--- src/rtl/chunked_adder_pkg.sv ---
// chunked_adder_pkg
//   Shared definitions for the chunked multi-cycle adder: the control FSM
//   state encoding and elaboration-time helpers that derive the number of
//   chunks and the width of the chunk index from WIDTH and CHUNK.
package chunked_adder_pkg;

  typedef enum logic [1:0] {
    IDLE = 2'd0,
    BUSY = 2'd1,
    DONE = 2'd2
  } state_t;

  // Number of CHUNK-bit slices in a WIDTH-bit operand.
  function automatic int calc_nchunk(input int width, input int chunk);
    return width / chunk;
  endfunction

  // Chunk index width; never narrower than one bit so a single-chunk
  // build still has a legal index register.
  function automatic int calc_idx_w(input int width, input int chunk);
    int n;
    n = width / chunk;
    return (n <= 1) ? 1 : $clog2(n);
  endfunction

endpackage

--- src/rtl/chunked_adder_chunk_adder.sv ---
// chunk_adder
//   Combinational CHUNK-bit ripple-carry adder.
//   Ports:
//     a, b   : CHUNK-bit addends
//     ci     : carry in to bit 0
//     s      : CHUNK-bit sum
//     co     : carry out of the top bit
//     c_msb  : carry into the top bit (used for signed overflow)
module chunk_adder #(
  parameter int CHUNK = 8
) (
  input  logic [CHUNK-1:0] a,
  input  logic [CHUNK-1:0] b,
  input  logic             ci,
  output logic [CHUNK-1:0] s,
  output logic             co,
  output logic             c_msb
);

  logic [CHUNK:0] c;

  always_comb begin
    c    = '0;
    s    = '0;
    c[0] = ci;
    for (int i = 0; i < CHUNK; i++) begin
      s[i]   = a[i] ^ b[i] ^ c[i];
      c[i+1] = (a[i] & b[i]) | (a[i] & c[i]) | (b[i] & c[i]);
    end
    co    = c[CHUNK];
    c_msb = c[CHUNK-1];
  end

endmodule

--- src/rtl/chunked_adder.sv ---
// chunked_adder
//   Multi-cycle adder computing a + b + cin modulo 2^WIDTH, CHUNK bits per
//   clock with a registered carry between chunks. Valid/ready handshakes on
//   both sides; a result retiring in DONE may overlap with the capture of
//   the next operands.
//   Ports:
//     clk, rst             : clock, asynchronous active-high reset
//     in_valid / in_ready  : operand handshake (a, b, cin)
//     out_valid / out_ready: result handshake (sum, cout, ovf)
//     sum                  : a + b + cin modulo 2^WIDTH
//     cout                 : unsigned carry out of the MSB
//     ovf                  : signed overflow (carry into MSB ^ carry out)
module chunked_adder
  import chunked_adder_pkg::*;
#(
  parameter int WIDTH = 32,
  parameter int CHUNK = 8
) (
  input  logic             clk,
  input  logic             rst,
  input  logic             in_valid,
  output logic             in_ready,
  input  logic [WIDTH-1:0] a,
  input  logic [WIDTH-1:0] b,
  input  logic             cin,
  output logic             out_valid,
  input  logic             out_ready,
  output logic [WIDTH-1:0] sum,
  output logic             cout,
  output logic             ovf
);

  localparam int NCHUNK = calc_nchunk(WIDTH, CHUNK);
  localparam int IDX_W  = calc_idx_w(WIDTH, CHUNK);
  localparam logic [IDX_W-1:0] LAST_IDX = IDX_W'(NCHUNK - 1);

  generate
    if (WIDTH <= 0 || CHUNK <= 0 || (WIDTH % CHUNK) != 0) begin : g_bad_param
      $fatal(1, "chunked_adder: WIDTH must be a positive multiple of CHUNK");
    end
  endgenerate

  state_t           state;
  logic [WIDTH-1:0] a_q;
  logic [WIDTH-1:0] b_q;
  logic             carry;
  logic [IDX_W-1:0] idx;

  logic [CHUNK-1:0] ch_a;
  logic [CHUNK-1:0] ch_b;
  logic [CHUNK-1:0] ch_s;
  logic             ch_co;
  logic             ch_c_msb;
  logic             accept;

  // DONE can take new operands in the same edge that retires its result.
  assign in_ready = (state == IDLE) || ((state == DONE) && out_ready);
  assign accept   = in_valid && in_ready;

  assign ch_a = a_q[idx*CHUNK +: CHUNK];
  assign ch_b = b_q[idx*CHUNK +: CHUNK];

  chunk_adder #(
    .CHUNK (CHUNK)
  ) u_chunk (
    .a     (ch_a),
    .b     (ch_b),
    .ci    (carry),
    .s     (ch_s),
    .co    (ch_co),
    .c_msb (ch_c_msb)
  );

  always_ff @(posedge clk or posedge rst) begin
    if (rst) begin
      state     <= IDLE;
      a_q       <= '0;
      b_q       <= '0;
      carry     <= 1'b0;
      idx       <= '0;
      out_valid <= 1'b0;
      sum       <= '0;
      cout      <= 1'b0;
      ovf       <= 1'b0;
    end else begin
      case (state)
        IDLE: begin
          if (accept) begin
            a_q   <= a;
            b_q   <= b;
            carry <= cin;
            idx   <= '0;
            state <= BUSY;
          end
        end
        BUSY: begin
          sum[idx*CHUNK +: CHUNK] <= ch_s;
          carry                   <= ch_co;
          if (idx == LAST_IDX) begin
            // Carry into the top chunk's MSB is only meaningful on the last chunk.
            cout      <= ch_co;
            ovf       <= ch_c_msb ^ ch_co;
            out_valid <= 1'b1;
            idx       <= '0;
            state     <= DONE;
          end else begin
            idx <= idx + 1'b1;
          end
        end
        DONE: begin
          if (out_ready) begin
            out_valid <= 1'b0;
            if (in_valid) begin
              a_q   <= a;
              b_q   <= b;
              carry <= cin;
              idx   <= '0;
              state <= BUSY;
            end else begin
              state <= IDLE;
            end
          end
        end
        default: state <= IDLE;
      endcase
    end
  end

endmodule

--- config.mk ---
export PLATFORM = sky130hd
export DESIGN_NAME = chunked_adder
export DESIGN_NICKNAME = d
export VERILOG_FILES = /design/src/rtl/chunked_adder_pkg.sv /design/src/rtl/chunked_adder_chunk_adder.sv /design/src/rtl/chunked_adder.sv
export SDC_FILE = /design/constraint.sdc
export NUM_CORES = 1
export LEC_CHECK = 0
export CORE_AREA = 2 2 160 130
export CTS_CLUSTER_DIAMETER = 50
export CTS_CLUSTER_SIZE = 10
export DETAILED_ROUTE_END_ITERATION = 10
export DIE_AREA = 0 0 162 132
export PLACE_DENSITY = 0.45
export REMOVE_ABC_BUFFERS = 1
export SLEW_MARGIN = 20
export SYNTH_ARGS = -nofsm -noshare
export SYNTH_HDL_FRONTEND = slang
export SYNTH_HIERARCHICAL = 1
export SYNTH_SLANG_ARGS = --single-unit
--- constraint.sdc ---
create_clock -name clk -period 12.54 [get_ports clk]
set_clock_uncertainty 0.1 [all_clocks]
set_input_delay 3.135 -clock clk [delete_from_list [all_inputs] [get_ports clk]]
set_output_delay 3.135 -clock clk [all_outputs]
set_load 0.03 [all_outputs]
After elaboration in Yosys (flattened, before gate mapping)
Cells that the tools add are included.
- register bits after elaboration: 104
- input port bits: 69
- word-level logic and storage cells: 117
- add/sub/neg operators: 2
- eq/ne operators: 7
- shift operators: 4
- mux-type cells: 26
- bitwise operators: 57
- reductions and logical operators: 12
- operators by type and width (operator ; count):
    2-to-1 mux 32 bit ; 6
    case mux 32 bit (2 select lines) ; 2
    variable part select 32 x 6 -> 8 bit ; 2
    negation 5 -> 34 bit ; 1
    variable shift 8 x 34 -> 32 bit, first input constant ; 1
    variable part select 8 x 34 -> 32 bit ; 1
    bitwise mux 32 bit ; 1
    AND 1 bit ; 24
    bitwise XOR 1 bit ; 17
    bitwise OR 1 bit ; 16
    2-to-1 mux 2 bit ; 7
    case mux 2 bit (3 select lines) ; 2
    != test 2 bit, second input constant ; 4
    AND reduction 4 bit ; 2
    2-to-1 mux 1 bit ; 6
    AND reduction 3 bit ; 2
    == test 2 bit, second input constant ; 2
    nonzero test 2 bit ; 2
    case mux 1 bit (3 select lines) ; 1
    nonzero test 3 bit ; 1
    adder 2 x 1 -> 2 bit, second input constant ; 1
    == test 2 x 1 -> 1 bit, second input constant ; 1
    logical AND 1 bit ; 2
    logical NOT 2 bit ; 1
    other kinds (3) ; 3

Depth between registers and ports, before layout
Gate-level depths: netlist (run 1).
- depth in word-level cells: 26
- mapped depth: 17
- depth with buffers taken out: 15

Modules after synthesis
The synthesis (run 1) kept the hierarchy.
- by module, submodules not included (module ; times used ; cells an instance ; area each (um^2) ; seq. area each (um^2)):
    chunked_adder ; 1 ; 281 ; 4489.3 ; 2602.5
    chunk_adder ; 1 ; 18 ; 197.7 ; 0.0

Least setup slack after synthesis (run 1)
OpenSTA, ideal clock, no wires.
- path type: input to output
- from: input out_ready
- to: output in_ready
- arrival time: 3.563 ns
- required time: 9.305 ns
- setup slack: 5.742 ns
- stages: 2
- path buffers: 0
- cells stage by stage: nor2b_4 nor2_1
- word-level cells in the longest chain between the ends: 2
- ends and longest elaborated chain (what ; RTL line ; source):
    from (decl) ; chunked_adder.sv:27 ; input logic out_ready,
    logical AND 1 bit ; chunked_adder.sv:57 ; assign in_ready = (state == IDLE) || ((state == DONE) && out_ready);
    logical OR 1 bit ; chunked_adder.sv:57 ;
    to (decl) ; chunked_adder.sv:22 ; output logic in_ready,
No other way between the ends.

Worst setup path in the final report (run 1)
Same ends and word-level chain as after synthesis.

==> results of run 1 <==
## area by class of cell
type                            count  area [µm²]
Multi-Input combinational cell    167        1927
Inverter                           14       55.05
Tap cell                          264       330.3
Fill cell                        1995       13400
Clock inverter                      5       56.30
Sequential cell                   104        2604
Timing Repair Buffer              108        1071
Clock buffer                       11       242.7
## worst paths after layout
| kind | endpoint | slack [ns] |
|---|---|---|
| max reg2reg | carry$_DFFE_PP0P_ | 7.47 |
| min reg2reg | a_q[9]$_DFFE_PP0P_ | 0.38 |
| min in group asynchronous | out_valid$_DFFE_PP0P_ | 3.05 |
| max in group asynchronous | sum[20]$_DFFE_PP0P_ | 8.01 |
| max | in_ready | 4.74 |
| min | a_q[9]$_DFFE_PP0P_ | 0.38 |
## per-stage QoR
step / worst slack (ns) / instance area (µm²) / instances / utilization, %
floorplan: 5.742 / 4576 / 285 / -
global placement: 4.767 / 5987 / 657 / 30.42
detailed placement: 4.741 / 5987 / 657 / 30.42
CTS: 4.729 / 6286 / 673 / 31.93
global route: 4.656 / 6286 / 673 / 31.93
finish: 4.742 / 6286 / 673 / 31.93
## power by group through the flow
stage | combinational, µW | clock, µW | sequential [µW]
finish | 898 | 287 | 588
global route | 1010 | 314 | 614
floorplan | 530 | 0 | 649
detailed placement | 933 | 0 | 598
global placement | 920 | 0 | 592
CTS | 933 | 302 | 591
## cells in the final DEF (no fill, tap or decap), types with 2 or more instances in the layout
master           netlist  layout
ha_1                   6       6
nand2_1               11      11
nor4b_4                2       2
buf_4                  2       4
inv_1                 14      13
fa_1                   8       8
mux2_1                49      49
mux4_2                16      16
clkbuf_16              0       9
mux2_2                18      18
clkdlybuf4s50_1        0     104
o21ai_0                3       3
a22o_1                29      29
a21oi_1                3       3
dfrtp_1              104     103
nor2_1                 3       3
nand2b_1               2       2
o2bb2ai_1              2       2
nor2b_1                2       2
clkinv_2               0       2
## registers in the layout, indices dropped and copies added (netlist names), 2 cells and up
| signal | flops |
|---|---|
| idx | 2 |
| b_q | 32 |
| a_q | 32 |
| sum | 32 |
| state | 2 |
## cells by family after synthesis
group                    Yosys count  share of synthesized area, %
AO/OA/AOI/OAI                     40                         6.941
AND/OR/NAND/NOR                   29                         5.045
XOR/XNOR                           1                        0.1869
adder cells (fa/ha/maj)           14                         5.019
flip-flops                       104                         55.53
multiplexers                      83                         23.79
buffers and inverters             28                         3.497
## cell usage after synthesis (2+ instances only)
master and count:
a21oi_1 3, o2bb2ai_1 2, ha_1 6, dfrtp_1 104, o21ai_0 3, buf_4 2, mux2_2 18, a22o_1 29
nor2_1 3, nor4b_4 2, fa_1 8, nor2b_1 2, mux4_2 16, buf_6 6, mux2_1 49, buf_2 5
nand2_1 11, nand2b_1 2, inv_1 14
## critical path: cells and delay by family
family / cells / cell delay (ns)
simple gates: 2 / 0.16
buf+inv: 2 / 1.26
## layer usage
metal	routed length (µm)	vias up	global-route usage, %
met2	5474	66	18.06
met5	0	-	0
met3	679	11	4.121
met4	145	0	3.392
li1	-	1302	-
met1	5459	1477	15.74
==> metrics.cfg, run 1 <==
[status]
status=finished clean

[clock_network]
cts.clk_slew.worst_paths_ns=0.07
holdBufCountCts=0
numCtsBuffers=9
ctsLongestPathBuffers=2
htreeDepth=3
cts_setup_buffers=0
cts.sinks=104
ctsRootBufferMaster=clkbuf_16
clk_latency_ns=0.35
cts_tree=done
cts-resized-gates=0

[min_path]
min_path_cells=1
hold_path_class=reg -> reg
min-delay-start=a_q[9]$_DFFE_PP0P_

[route]
drtAntennaViolNets=0
via_count=2856
via_per_inst=4.244
wl_per_cell_um=17.47
wl_um=11760
first_iter_violations=90
drc=0
firstDrtPassIters=4

[pwr]
netSwitchingPower_uw=706.0
p_leak_uw=0.002580
clock_power_share_pct=16.2
p_comb_share_pct=50.7
power-per-cell-area_mw_per_mm2=282.0
p_sw_share_pct=39.83
power_frac_seq_pct=33.1
finalPower_uw=1773
intPower_uw=1067
ir_worst_vdd_v=0.0001017

[final_layout]
n_antenna_cell=0
drive_above_1_share_pct=15.16
fin_nets=487
syn2layout_area_growth_pct=34.12

[floorplan]
die-area_mm2=0.02138
die_y_um=132
num_rows=46
io_pins=105
core_mm2=0.01968
die_x_um=162
start_util_pct=23.81

[synthesis]
ys_seq_area_share_pct=55.53
async_flop_share_pct=100.0
yosys.area.top_type_share_pct=55.53
netlist_area_mm2=0.004687
synth_area_leaders=dfrtp_1 (56%), mux2_1 (12%), mux4_2 (7.7%), a22o_1 (5.4%), mux2_2 (4.3%)
yosys.area.top_type=dfrtp_1
ys_types=33
ys_warn_count=6
synth-seq-cells=104
netlist_instances=299
synth_edf_count=0
avgSynthCellArea_um2=15.68
synthFlopType=dfrtp_1

[sta]
tightest_slew_ns=0.9287
fin_crit_sh_pct=62.19
rsz0062_at_grt=no
worst_hold_slack_ns=0.3826
tns_ns=0
relSlewSlack_pct=38.08
finalSetupViolations=0
fmax_ghz=0.1282
slew_viol_final=0
hold_violations=0
period_needed_ns=7.798

[setup_path]
critical_path_arrival_ns=4.56
worstPathRequired_ns=9.30
slowest_delay_ns=0.67
crit_chain=clkdlybuf4s50_1 -> nor2b_4 -> nor2_1 -> clkdlybuf4s50_1
worst_setup_path_start_kind=primary input
worstSetupEndpointType=output pin
critPathKind=in -> out
rr_worst_depth=15
cpMostUsedCell=clkdlybuf4s50_1
critical_path.max_fanout=4
crit_start=out_ready
regToRegStartpoint=idx[0]$_DFFE_PP0P_
crit_path_top_delay_cell=clkdlybuf4s50_1

[run]
drv_cap=0

[placed_design]
gp_congestion=0.7185
dp_hpwl_um=8446
port_buffers=104

[global_route]
grt_pass1_wl_um=18930
gr-total-overflow=0
grt_antenna_before_repair=0
grt_usage_pct=11.77
grt_pass1_vias=3191
grt_start_max_net_pins=71

Power figures use the tool's default switching activity.
==> inputs of run 2 (changes only) <==
Settings changed: PLACE_DENSITY 0.45 to 0.46.
Clock period 12.54 ns to 6.8 ns, I/O delays scaled along.
==> run 2 against run 1 <==
Net effect: utilization fell by 0.11 points; design area shrank 0.34%; critical endpoint is now carry$_DFFE_PP0P_; wire length fell by 1.7%; sequential power up 85%; largest cell class unchanged; sequential share of layout area up 0.14 points; register-to-register slack got worse by 5.7 ns; largest power group unchanged; global-route usage fell by 0.11 points; non-clock buffer count is the same; worst setup slack got worse by 2.9 ns; clock power grew 73%.
==> metrics.cfg, run 2 (same netlist as run 1, synthesis figures left out) <==
[status]
status=finished clean  ; unchanged

[final_layout]
syn2layout_area_growth_pct=33.66  ; was 34.12%
most-common-layout-cells=clkdlybuf4s50_1 (104), dfrtp_1 (103), mux2_1 (49)  ; unchanged
n_antenna_cell=0  ; unchanged
fillers=1982  ; was 1,995
fin_nets=487  ; unchanged
final-seq-area_mm2=0.002604  ; unchanged
drive_above_1_share_pct=15.40  ; was 15.16%
layout_commonest_cell=clkdlybuf4s50_1  ; unchanged
multi_input_area_mm2=0.001927  ; unchanged
top_regs=a_q: 32 flops, b_q: 32 flops, sum: 32 flops  ; unchanged

[sta]
tns_ns=0  ; unchanged
relSlewSlack_pct=41.15  ; was 38.08%
finalSetupViolations=0  ; unchanged
fin_crit_sh_pct=73.25
tightest_slew_ns=0.8827  ; was 0.9287 ns
hold_violations=0  ; unchanged
period_needed_ns=4.981
setup_ws_ns=1.819  ; was 4.742 ns
rsz0062_at_grt=no  ; unchanged
slew_viol_final=0  ; unchanged
fmax_ghz=0.2008

[floorplan]
die_y_um=132  ; unchanged
num_rows=46  ; unchanged
die-area_mm2=0.02138  ; unchanged
die_x_um=162  ; unchanged
start_util_pct=23.81  ; unchanged
io_pins=105  ; unchanged
core_mm2=0.01968  ; unchanged

[pwr]
power-per-cell-area_mw_per_mm2=517.2  ; was 282.0 mW/mm²
ir_worst_vdd_v=0.0001843  ; was 0.0001017 V
p_leak_uw=0.002571  ; was 0.002580 µW

[route]
drtAntennaViolNets=0  ; unchanged
wl_per_cell_um=17.17  ; was 17.47 µm
first_iter_violations=123  ; was 90
via_per_inst=4.208  ; was 4.244
drc=0  ; unchanged
firstDrtPassIters=4  ; unchanged
via_count=2832  ; was 2,856
wl_um=11560  ; was 11,760 µm

[setup_path]
crit_path_top_delay_cell=mux4_2  ; was clkdlybuf4s50_1
critPathKind=reg -> reg  ; was in -> out
worstSetupEndpointType=flip-flop  ; was output pin
reg2reg_setup_slack_ns=1.82  ; was 7.47 ns
critical_path.max_fanout=17  ; was 4
worst_setup_path_start_kind=flip-flop  ; was primary input
cpMostUsedCell=fa_1  ; was clkdlybuf4s50_1
crit_chain=buf_4 -> mux4_2 -> fa_1 -> fa_1 -> fa_1 -> fa_1 -> fa_1 -> fa_1 -> inv_1 -> fa_1 -> inv_1 -> mux2_2 -> mux2_2  ; was clkdlybuf4s50_1 -> nor2b_4 -> nor2_1 -> clkdlybuf4s50_1
worstPathRequired_ns=6.94  ; was 9.30 ns
critical_path_arrival_ns=5.13  ; was 4.56 ns
slowest_delay_ns=0.57  ; was 0.67 ns

[global_route]
gr-total-overflow=0  ; unchanged
grt_usage_pct=11.66  ; was 11.77%
grt_pass1_wl_um=18830  ; was 18,930 µm
grt_antenna_before_repair=0  ; unchanged
grt_start_max_net_pins=66  ; was 71
grt_pass1_vias=3153  ; was 3,191

[clock_network]
holdBufCountCts=0  ; unchanged
numCtsBuffers=9  ; unchanged
ctsRootBufferMaster=clkbuf_16  ; unchanged
cts_setup_buffers=0  ; unchanged
cts_tree=done  ; unchanged
clk_latency_ns=0.35  ; about the same
ctsLongestPathBuffers=2  ; unchanged
cts.sinks=104  ; unchanged
cts.clk_slew.worst_paths_ns=0.07  ; about the same
htreeDepth=3  ; unchanged
cts-resized-gates=0  ; unchanged

[placed_design]
dp_slack_ns=1.776  ; was 4.741 ns
gp_congestion=0.7130  ; was 0.7185
dp_hpwl_um=8731  ; was 8446 µm
port_buffers=104  ; unchanged

[min_path]
hold_path_class=reg -> reg  ; unchanged

[run]
drv_cap=0  ; unchanged

[run 2: cell count changes in the layout (fill, tap and decap cells not counted)]
cell / previous run / this run
inv_6: 0 / 3
bufinv_16: 1 / 0
clkbuf_1: 1 / 0
clkbuf_8: 1 / 0
[run 2: per-stage QoR]
stage	hold slack, ns	std cells	instance area, µm²	utilization, %	power, µW
CTS	0.3905	673	6265	31.83	3304
global placement	0.3643	657	5987	30.42	2763
finish	0.3852	673	6265	31.83	3240
detailed placement	0.3748	657	5987	30.42	2798
floorplan	0.3525	285	4576	-	2174
global route	0.4046	673	6265	31.83	3502
[run 2: critical path: cells and delay by family (launching register included)]
family                     cells  cell delay (ns)
adders and majority gates      7             2.61
muxes                          3             1.08
DFF                            1             0.55
buffers and inverters          3             0.51
[run 2: area by class of cell]
cell class              instances  area share [%]
well taps                     264           5.273
clock inverters                 7          0.8388
repair buffers                108           17.10
flip-flops and latches        104           41.56
inverters                      14          0.8788
clock buffers                   9           3.595
multi-input cells             167           30.76
[run 2: layer usage]
| metal | GRT usage, % | share of wire (%) | wire [µm] | vias to the layer above |
|---|---|---|---|---|
| li1 | - | - | - | 1307 |
| met1 | 16.27 | 48 | 5516 | 1435 |
| met2 | 17.21 | 45 | 5189 | 80 |
| met3 | 3.901 | 6.1 | 709 | 10 |
| met4 | 3.392 | 1.2 | 141 | 0 |
| met5 | 0 | 0 | 0 | - |
[run 2: final timing paths]
path | start | to | cells past startpoint
setup / recovery | idx[0]$_DFFE_PP0P_ | carry$_DFFE_PP0P_ | 13
max in group asynchronous | rst | idx[0]$_DFFE_PP0P_ | 3
min in group asynchronous | rst | a_q[30]$_DFFE_PP0P_ | 2
hold reg to reg | a_q[6]$_DFFE_PP0P_ | a_q[6]$_DFFE_PP0P_ | 1
hold / removal | a_q[6]$_DFFE_PP0P_ | a_q[6]$_DFFE_PP0P_ | 1
setup reg to reg | idx[0]$_DFFE_PP0P_ | carry$_DFFE_PP0P_ | 13
[run 2: report_power, final]
part	switching (µW)	internal (µW)	leakage [µW]	total, µW
Sequential	193	902	0.00129	1090
Combinational	880	770	0.00114	1650
Clock	244	252	0.000137	496
==> inputs of run 3 (changes only) <==
Settings changed: PLACE_DENSITY 0.46 to 0.45.
Clock period 6.8 ns to 4.6 ns, I/O delays scaled along.
==> run 3 against run 2 <==
Net effect: sequential cell count unchanged; wire length up 2.7%; final cell count is 1.0% higher; total power rose by 50%; clock power grew 42%; critical path depth up 2; combinational power grew 57%; largest cell class unchanged; largest power group unchanged.
==> metrics.cfg, run 3 (same netlist as run 1, synthesis figures left out) <==
[status]
status=finished clean  ; unchanged

[global_route]
grt_start_max_net_pins=66  ; unchanged
grt_pass1_wl_um=18780  ; was 18,830 µm
grt_antenna_before_repair=0  ; unchanged
grt_usage_pct=11.68  ; was 11.66%
gr-total-overflow=0  ; unchanged
grt_pass1_vias=3188  ; was 3,153

[clock_network]
holdBufCountCts=0  ; unchanged
htreeDepth=3  ; unchanged
cts.clk_slew.worst_paths_ns=0.07  ; about the same
cts.sinks=104  ; unchanged
ctsRootBufferMaster=clkbuf_16  ; unchanged
ctsLongestPathBuffers=2  ; unchanged
cts_tree=done  ; unchanged
clk_latency_ns=0.35  ; about the same
numCtsBuffers=9  ; unchanged

[final_layout]
finish.utilization_pct=32.14  ; was 31.83%
layout_commonest_cell=clkdlybuf4s50_1  ; unchanged
finalNonFillerCells=680  ; was 673
drive_above_1_share_pct=17.79  ; was 15.40%
most-common-layout-cells=clkdlybuf4s50_1 (104), dfrtp_1 (103), mux2_1 (49)  ; unchanged
top_regs=a_q: 32 flops, b_q: 32 flops, sum: 32 flops  ; unchanged
fin_nets=495  ; was 487
n_antenna_cell=0  ; unchanged
syn2layout_area_growth_pct=34.97  ; was 33.66%
final-seq-area_mm2=0.002604  ; unchanged
multi_input_area_mm2=0.001939  ; was 0.001927 mm²
fillers=1969  ; was 1,982

[pwr]
p_sw_share_pct=39.63  ; was 40.64%
intPower_uw=2944  ; was 1924 µW
power_frac_seq_pct=32.4  ; was 33.8%
netSwitchingPower_uw=1932  ; was 1317 µW
ir_worst_vdd_v=0.0002694  ; was 0.0001843 V
p_leak_uw=0.002595  ; was 0.002571 µW
power-per-cell-area_mw_per_mm2=770.9  ; was 517.2 mW/mm²
p_comb_share_pct=53.2  ; was 50.9%
clock_power_share_pct=14.4  ; was 15.3%

[setup_path]
crit_chain=mux4_2 -> inv_1 -> fa_1 -> inv_1 -> fa_1 -> fa_2 -> fa_2 -> fa_2 -> fa_2 -> fa_2 -> inv_1 -> fa_1 -> inv_1 -> mux2_2 -> mux2_2  ; was buf_4 -> mux4_2 -> fa_1 -> fa_1 -> fa_1 -> fa_1 -> fa_1 -> fa_1 -> inv_1 -> fa_1 -> inv_1 -> mux2_2 -> mux2_2
crit_path_top_delay_cell=mux4_2  ; unchanged
critPathKind=reg -> reg  ; unchanged
worstPathRequired_ns=4.74  ; was 6.94 ns
worstSetupEndpointType=flip-flop  ; unchanged
worst-path-buf-inv=4  ; was 3
crit_start=idx[0]$_DFFE_PP0P_  ; unchanged
cpMostUsedCell=fa_2  ; was fa_1
reg2reg_setup_slack_ns=0.20  ; was 1.82 ns
critical_path.max_fanout=4  ; was 17
slowest_delay_ns=0.51  ; was 0.57 ns
critical_path_arrival_ns=4.54  ; was 5.13 ns
regToRegStartpoint=idx[0]$_DFFE_PP0P_  ; unchanged
cp_top_family=adder cells  ; unchanged
worst_setup_path_start_kind=flip-flop  ; unchanged

[route]
first_iter_violations=79  ; was 123
firstDrtPassIters=4  ; unchanged
wl_um=11860  ; was 11,560 µm
via_per_inst=4.281  ; was 4.208
via_count=2911  ; was 2,832
wl_per_cell_um=17.45  ; was 17.17 µm
drtAntennaViolNets=0  ; unchanged
drc=0  ; unchanged

[sta]
hold_violations=0  ; unchanged
relSlewSlack_pct=40.84  ; was 41.15%
fin_crit_sh_pct=95.63  ; was 73.25%
fmax_ghz=0.2273  ; was 0.2008 GHz
setup_ws_ns=0.2009  ; was 1.819 ns
period_needed_ns=4.399  ; was 4.981 ns
rsz0062_at_grt=no  ; unchanged
tightest_slew_ns=0.8874  ; was 0.8827 ns
slew_viol_final=0  ; unchanged
finalSetupViolations=0  ; unchanged
tns_ns=0  ; unchanged

[floorplan]
core_mm2=0.01968  ; unchanged
start_util_pct=23.81  ; unchanged
num_rows=46  ; unchanged
die-area_mm2=0.02138  ; unchanged
die_y_um=132  ; unchanged
die_x_um=162  ; unchanged
io_pins=105  ; unchanged

[placed_design]
port_buffers=104  ; unchanged
dp_cells=664  ; was 657
dp_hpwl_um=8889  ; was 8731 µm
dp_slack_ns=-0.08666  ; was 1.776 ns
gp_congestion=0.7352  ; was 0.7130

[run]
drv_cap=0  ; unchanged

[min_path]
min-delay-start=b_q[29]$_DFFE_PP0P_  ; was a_q[6]$_DFFE_PP0P_
hold_path_class=reg -> reg  ; unchanged

## run 3: cell types whose count changed in the layout (fill, tap and decap cells not counted)
cell,previous run,this run
fa_2,0,5
clkinvlp_4,1,2
buf_4,4,11
clkinv_4,1,0
buf_6,0,1
clkbuf_1,0,1
fa_1,8,3
inv_6,3,1
## run 3: cell type report
type / instances / area share (%)
sequential: 104 / 41.16
timing repair buffer: 116 / 17.94
clock buffer: 10 / 3.619
clock inverter: 5 / 0.5340
tap: 264 / 5.222
multi-input combinational: 167 / 30.66
inverter: 14 / 0.8703
## run 3: worst paths after layout
check | to | cells after the start
max reg2reg | carry$_DFFE_PP0P_ | 15
max | carry$_DFFE_PP0P_ | 15
max in group asynchronous | b_q[4]$_DFFE_PP0P_ | 3
min | b_q[29]$_DFFE_PP0P_ | 1
min reg2reg | b_q[29]$_DFFE_PP0P_ | 1
min in group asynchronous | b_q[15]$_DFFE_PP0P_ | 2
## run 3: worst reg2reg max path: cells and delay by family, from the launching register on
family | cells | cell delay, ns
flip-flops | 1 | 0.42
buffers and inverters | 4 | 0.27
multiplexers | 3 | 1.01
adder cells (fa/ha/maj) | 8 | 2.49
## run 3: power groups by stage
| stage | clock, µW | sequential [µW] | combinational, µW |
|---|---|---|---|
| floorplan | 0 | 1770 | 1450 |
| global placement | 0 | 1600 | 2560 |
| detailed placement | 0 | 1600 | 2560 |
| CTS | 733 | 1590 | 2610 |
| global route | 777 | 1640 | 2830 |
| finish | 703 | 1580 | 2590 |
## run 3: per-layer routing
| metal | GRT usage (%) | wire, µm | vias up |
|---|---|---|---|
| li1 | - | - | 1330 |
| met1 | 15.87 | 5501 | 1490 |
| met2 | 17.02 | 5289 | 80 |
| met3 | 5.064 | 866 | 11 |
| met4 | 3.147 | 205 | 0 |
| met5 | 0 | 0 | - |
## run 3: what timing repair did
action / in CTS / in global routing
endpoints found under the setup margin: 5 / 7
buffers inserted: 1 / 0
resized for setup: 3 / 3
## run 3: through the flow
step,power [µW],cell area [µm²],hold slack (ns)
floorplan,3214,4576,0.3525
global placement,4159,6040,0.3642
detailed placement,4166,6040,0.3730
CTS,4929,6319,0.3888
global route,5252,6326,0.4062
finish,4877,6326,0.3831
